<file path="src/rtl/mux_pkg.sv">
// Shared constants and helpers for the pipelined N-way selector and its encoder.
package mux_pkg;
    localparam int MODE_BINARY   = 0;
    localparam int MODE_PRIORITY = 1;

    // Select width: clog2 of the input count, never narrower than one bit.
    function automatic int sel_width(input int n);
        return (n <= 2) ? 1 : $clog2(n);
    endfunction
endpackage

</file>
<file path="src/rtl/priority_index_encoder.sv">
// Combinational lowest-index-wins encoder. Returns index 0 and any=0 when no request is set.
module priority_index_encoder
    import mux_pkg::*;
#(
    parameter int N     = 4,
    parameter int SEL_W = sel_width(N)
) (
    input  logic [N-1:0]     req,
    output logic [SEL_W-1:0] idx,
    output logic             any
);
    always_comb begin
        idx = '0;
        any = |req;
        // Walk from the top down so the lowest set bit is the final assignment.
        for (int i = N - 1; i >= 0; i--) begin
            if (req[i]) idx = SEL_W'(i);
        end
    end
endmodule

</file>
<file path="src/rtl/pipelined_nway_mux.sv">
// Registered N-to-1 selector: binary or priority select, one-cycle latency, stall hold and flush.
module pipelined_nway_mux
    import mux_pkg::*;
#(
    parameter int BITS   = 32,
    parameter int INPUTS = 4,
    parameter int MODE   = MODE_BINARY,
    parameter int SEL_W  = sel_width(INPUTS)
) (
    input  logic                   clk,
    input  logic                   rst_n,
    input  logic                   stall,
    input  logic                   flush,
    input  logic                   in_valid,
    input  logic [SEL_W-1:0]       select,
    input  logic [INPUTS-1:0]      req,
    input  logic [INPUTS*BITS-1:0] in_data,
    output logic [BITS-1:0]        out,
    output logic                   out_valid,
    output logic [SEL_W-1:0]       out_sel,
    output logic                   hit
);
    logic [SEL_W-1:0] sel_idx;
    logic             sel_hit;
    logic [BITS-1:0]  sel_data;
    logic [BITS-1:0]  term [INPUTS];

    generate
        if (MODE == MODE_PRIORITY) begin : g_prio
            logic unused_select;
            assign unused_select = ^select;
            priority_index_encoder #(.N(INPUTS), .SEL_W(SEL_W)) u_enc (
                .req (req),
                .idx (sel_idx),
                .any (sel_hit)
            );
        end else begin : g_bin
            logic unused_req;
            assign unused_req = ^req;
            // Out-of-range selects fall back to input 0 and report a miss.
            assign sel_hit = int'(select) < INPUTS;
            assign sel_idx = sel_hit ? select : '0;
        end
    endgenerate

    for (genvar i = 0; i < INPUTS; i++) begin : g_term
        assign term[i] = in_data[i*BITS +: BITS] & {BITS{sel_idx == SEL_W'(i)}};
    end

    always_comb begin
        sel_data = '0;
        for (int i = 0; i < INPUTS; i++) sel_data = sel_data | term[i];
    end

    logic [BITS-1:0]  out_q,   out_d;
    logic             vld_q,   vld_d;
    logic [SEL_W-1:0] sel_q,   sel_d;
    logic             hit_q,   hit_d;

    always_comb begin
        out_d = out_q;
        vld_d = vld_q;
        sel_d = sel_q;
        hit_d = hit_q;
        if (flush) begin
            out_d = '0;
            vld_d = 1'b0;
            sel_d = '0;
            hit_d = 1'b0;
        end else if (!stall) begin
            out_d = sel_data;
            vld_d = in_valid;
            sel_d = sel_idx;
            hit_d = sel_hit;
        end
    end

    always_ff @(posedge clk or negedge rst_n) begin
        if (!rst_n) begin
            out_q <= '0;
            vld_q <= 1'b0;
            sel_q <= '0;
            hit_q <= 1'b0;
        end else begin
            out_q <= out_d;
            vld_q <= vld_d;
            sel_q <= sel_d;
            hit_q <= hit_d;
        end
    end

    assign out       = out_q;
    assign out_valid = vld_q;
    assign out_sel   = sel_q;
    assign hit       = hit_q;
endmodule

</file>
<file path="config.mk">
export PLATFORM = sky130hd
export DESIGN_NAME = pipelined_nway_mux
export DESIGN_NICKNAME = d
export VERILOG_FILES = /design/src/rtl/mux_pkg.sv /design/src/rtl/priority_index_encoder.sv /design/src/rtl/pipelined_nway_mux.sv
export SDC_FILE = /design/constraint.sdc
export NUM_CORES = 1
export LEC_CHECK = 0
export ABC_AREA = 1
export CAP_MARGIN = 15
export CELL_PAD_IN_SITES_DETAIL_PLACEMENT = 0
export CELL_PAD_IN_SITES_GLOBAL_PLACEMENT = 1
export CORE_ASPECT_RATIO = 0.5
export CORE_MARGIN = 5
export CORE_UTILIZATION = 24
export CTS_CLUSTER_SIZE = 28
export DETAILED_ROUTE_END_ITERATION = 8
export GPL_TIMING_DRIVEN = 0
export PLACE_DENSITY = 0.89
export SLEW_MARGIN = 30
export SYNTH_ARGS = -nofsm -noshare
export SYNTH_HDL_FRONTEND = slang
export SYNTH_HIERARCHICAL = 1
export SYNTH_SLANG_ARGS = --single-unit
</file>
<file path="constraint.sdc">
create_clock -name clk -period 1 [get_ports clk]
set_clock_uncertainty 0.1 [all_clocks]
set_input_delay 0.2 -clock clk [delete_from_list [all_inputs] [get_ports clk]]
set_output_delay 0.2 -clock clk [all_outputs]
set_load 0.005 [all_outputs]
</file>
==> Word-level counts from Yosys, hierarchy flattened <==
Cells that the tools add are included.
Widths: inputs -> output; s select.
{ "word_totals": {"register_bits": 36, "inputBits": 139, "out_inout_bits": 36, "word_cells": 24} }
{ "op_classes": {"n_eq_ne": 4, "muxes": 8, "bitwise_logic": 7, "n_reduce_logical": 1} }
{ "ops": {"columns": ["cell", "count"], "rows": [
  ["$and 32x32->32", 4],
  ["$or 32x32->32", 3],
  ["$mux 32", 2],
  ["$eq 2x2->1 const B", 2],
  ["$mux 1", 4],
  ["$mux 2", 2],
  ["$eq 2x1->1 const B", 1],
  ["$logic_not 2->1", 1],
  ["$ne 2x1->1 const B", 1]
]} }

==> Logic depth before layout (Yosys ltp) <==
{ "logic_depth": {"ltp_word": 7, "ltp_mapped": 6, "ltp_nobuf": 5} }

==> Worst setup path before layout <==
Ideal clock, no wire load.
{ "synth_path": {"path_kind": "input-to-reg", "startpoint": "input port select[1]", "endpoint": "register out_q[10], in the netlist out[10]", "arrival_time_ns": 0.748, "t_required_ns": 0.780, "path_slack_ns": 0.031, "path_stages": 6, "n_path_buf": 2, "path_cell_list": "buf_6 > buf_8 > nand3_1 > nand2_1 > o21ai_1 > nand2_1"} }
{ "synth_via": {"elab_chain_len": 7, "word_cells_on_any_way": 13, "classes_between": "eq/ne (3); mux (2); bitwise (7); reduce/logical (1)"} }
{ "synth_rtl": {"columns": ["item", "line_no", "rtl"], "rows": [
  ["start, declared", "pipelined_nway_mux.sv:15", "input logic [SEL_W-1:0] select,"],
  ["$eq 2x1->1 / $logic_not 2->1 (equally long branches)", "pipelined_nway_mux.sv:47", "assign term[i] = in_data[i*BITS +: BITS] & {BITS{sel_idx == SEL_W'(i)}};"],
  ["$and 32x32->32", "pipelined_nway_mux.sv:47", null],
  ["$or 32x32->32 (2 in a row)", "pipelined_nway_mux.sv:52", "for (int i = 0; i < INPUTS; i++) sel_data = sel_data | term[i];"],
  ["$or 32x32->32 (*)", "pipelined_nway_mux.sv:52", null],
  ["$mux 32 (*)", "pipelined_nway_mux.sv:70", "end else if (!stall) begin"],
  ["$mux 32 (*)", "pipelined_nway_mux.sv:65", "if (flush) begin"],
  ["end signal, assigned", "pipelined_nway_mux.sv:85", "out_q <= out_d;"],
  ["end, declared", "pipelined_nway_mux.sv:55", "logic [BITS-1:0] out_q, out_d;"]
]} }
Every way passes the cells marked *; elsewhere a longest branch is shown, timed or not. The select of a mux whose other input is x is not followed.
A chain may end at the register's enable or synchronous reset.

==> Worst setup path after layout <==
{ "layout_path": {"startpoint": "register out_q[29], in the netlist out[29]", "endpoint": "output port out[29]"} }
{ "layout_rtl": {"columns": ["item", "line_no", "rtl"], "rows": [
  ["end, declared", "pipelined_nway_mux.sv:18", "output logic [BITS-1:0] out,"]
]} }
No word-level cell between the ends.

==> metrics.md <==
| Metric | Value |
|---|---|
| Final HPWL DP | `about 8.6 mm` |
| Root Driver | `clkbuf_16` |
| Die width | `around 160 um` |
| Number of remaining DRC errors | `0` |
| Layout fillers | `1120` |
| Placed insts | `around 680` |
| CP Capture Point | `out[29]` |
| GRT Resource Usage Total | `16.3%` |
| Worst-skew pair later-pin latency | `between 200 and 300 ps` |
| Data required time of the worst path | `about 700 ps` |
| Final worst-path cycle share | `111%` |
| Status | `complete, but fails checks` |
| Total number of yosys warnings | `6` |
| Final WS setup | `-113 ps` |
| Max Buffers Root-to-Sink | `2` |
| Vias in the first global route | `between 3000 and 4000` |
| Die footprint | `roughly 13000 um^2` |
| Register Area | `approximately 900 um^2` |
| Total grt overflow | `0` |
| Final WL | `about 11 mm` |
| Layout cells sized above 1 | `a little over a quarter` |
| Leak Pwr | `2.48 nW` |
| Reg2reg path depth | `3` |
| Worst-Margin Slew | `529 ps` |
| Kind of critical path | `flop to primary output` |
| Clock-pin slew on the worst setup and hold paths | `roughly 60 ps` |
| Post-synthesis register bit count | `36` |
| CTS sink count | `36` |
| Max_cap viols | `0` |
| Fin nets | `~710` |
| Layout Cells excl Fill | `721` |
| RSZ-0062 raised after global routing | `true` |
| Final hold slack | `-203 ps` |
| Cell Int Power | `~3.4 mW` |
| Antenna violations before repair | `0` |
| Post-Syn Nets | `507` |
| N_diodes | `0` |
| Setup violators final | `36` |
| RePlAce Congestion | `between 0.8 and 0.9` |
| Worst VDD drop | `~620 uV` |
| Reported net switching power | `around 1.3 mW` |
| RR Startpoint | `out_valid$_DFFE_PN0P_` |
| Synth Cell Area | `about 2700 um^2` |
| DR iter-0 viols | `between 100 and 150` |
| Sequential power share | `between 30% and 40%` |
| WL/cell | `between 15 and 20 um` |
| Crit path arrival time | `just over 800 ps` |
| Top delay family on crit path | `flip-flops` |
| Stages on the worst setup path | `1` |
| Max incr delay on CP | `between 300 and 400 ps` |
| R2R Path End | `out_valid$_DFFE_PN0P_` |
| DR pass1 iterations | `4` |
| Critical Path End Type | `primary output` |
| Core Region | `10900 um^2` |
| Vias | `between 3000 and 4000` |
| Failing checks | `hold timing, setup timing` |
| Net switching share of the total power | `between 20% and 30%` |
| Post-Route Setup TNS | `-3030 ps` |
| Slew Limit Headroom | `roughly two thirds` |
| Nature of the critical path startpoint | `flop` |
| H-tree depth | `2` |
| Tmin final | `1110 ps` |
| CP max FO | `2` |
| Final Hold Viols | `19` |
| Final Max Slew Viols | `0` |
| Area of the multi-input gates | `around 1500 um^2` |
| Worst path cell trace | `buf_2` |
| Slowest-stage cell, CP | `dfrtp_1` |
| PwrDens | `967 nW/um^2` |
| Fmax | `approximately 0.90 GHz` |
| Pin count of the biggest net entering global routing | `21` |
| Setup crit start | `out[29]$_DFFE_PN0P_` |
| Ports | `175` |
| Distinct cells, synth | `16` |
| First-pass GRT wire length | `17.4 mm` |
| Initial Utilization | `~24%` |
| Critical path buffers and inverters | `1` |
| Clock tree from TritonCTS | `yes` |
| Worst reg-to-reg setup slack | `around 20 ps` |
| Rows | `27` |
| Synthesis-to-layout area growth | `83.5%` |
| Register area share after synthesis | `approximately a third` |
| Worst Hold Class | `input port to asynchronous set/reset pin` |
| Clk pwr share | `33.6%` |
| Post-DRT Antenna Nets | `0` |
| Syn_area_per_cell | `approximately 7 um^2` |
| Via-per-instance ratio | `4.50` |
| Die Height | `approximately 84 um` |
| Clock buffer count from CTS | `5` |
| Mapped Cells | `about 370` |
| Port Buffers | `170` |
| Combinational group share of total power | `between 30 and 40%` |
cells in the final DEF (no fill, tap or decap), types with 4 or more instances in the layout:
master             n
nand2_1          164
clkdlybuf4s50_1  129
nand3_1           63
buf_2             39
dfrtp_1           36
buf_4             34
nand3_2           33
o21ai_1           26
buf_6             13
o21ai_2            7
clkbuf_16          5
buf_12             4
buf_8              4
worst min-delay path by stage:
stage / cells past startpoint / slack [ps] / to / startpoint
6_report: 1 / -200 / out[20]$_DFFE_PN0P_ / rst_n
5_1_grt: 1 / -160 / out[18]$_DFFE_PN0P_ / rst_n
4_1_cts: 1 / -190 / out[18]$_DFFE_PN0P_ / rst_n
3_5_place_dp: 1 / 110 / out[18]$_DFFE_PN0P_ / rst_n
3_3_place_gp: 2 / 350 / hit$_DFFE_PN0P_ / hit$_DFFE_PN0P_
2_1_floorplan: 0 / -200 / hit$_DFFE_PN0P_ / rst_n
layer usage:
| layer | GRT usage, % | wire (um) |
|---|---|---|
| met5 | 0 | 0 |
| met1 | 19.7 | 4450 |
| met2 | 29.8 | 6030 |
| met4 | 3.79 | 176 |
| met3 | 2.99 | 370 |
cell usage after synthesis (all sizes together):
library cell  instances  share of area [%]
nand2               165                 23
nand3                96                 24
dfrtp                36                 34
o21ai                34                6.4
buf                  29                 10
inv                   5               0.71
nor2                  2               0.66
a22o                  1               0.33
layout make-up:
type	count	area share (%)
inverter	5	0.437
multi-input combinational	298	30.7
timing repair buffer	200	36.7
clock buffer	8	3.01
tap	145	3.73
buffer	29	6.92
sequential	36	18.5
per-stage QoR:
stage / power (mW) / setup WS, ps / hold WS [ps] / cell area (um^2) / util [%]
6_report: 4.70 / -113 / -203 / 4870 / 44.6
5_1_grt: 4.95 / -137 / -165 / 4870 / 44.6
4_1_cts: 4.68 / -116 / -191 / 4730 / 43.3
3_5_place_dp: 3.08 / -695 / 108 / 4560 / 41.8
3_3_place_gp: 3.06 / -1280 / 354 / 4530 / 41.6
2_1_floorplan: 2.14 / 31.2 / -196 / 2650 / -
cell families (layout without fill, tap and decap cells):
kind of cell / after synthesis / after routing / synth area share [%]
and+or+nand+nor: 263 / 263 / 48.2
buffers and inverters: 34 / 242 / 11.1
AOI/OAI and AO/OA: 35 / 35 / 6.75
DFF: 36 / 36 / 34.0
power by group through the flow:
stage	logic, mW	registers, mW	clock network (mW)
after detailed placement	1.45	1.63	0
after floorplan	0.508	1.63	0
after CTS	1.46	1.60	1.62
after global routing	1.65	1.61	1.69
final	1.52	1.60	1.58
after global placement	1.43	1.63	0
repair_timing:
| item | in CTS | in global routing |
|---|---|---|
| buffers inserted | 16 | 12 |
| cloned | 1 | 0 |
| resized for setup | 174 | 14 |
| endpoints found under the hold margin | 19 | 19 |
| setup endpoints to repair | 72 | 55 |
| pin swaps | 3 | 11 |
registers in the layout, summed over array words and instances (netlist names):
name       count
out_sel        2
out_valid      1
hit            1
out           32
Power figures use the tool's default switching activity.
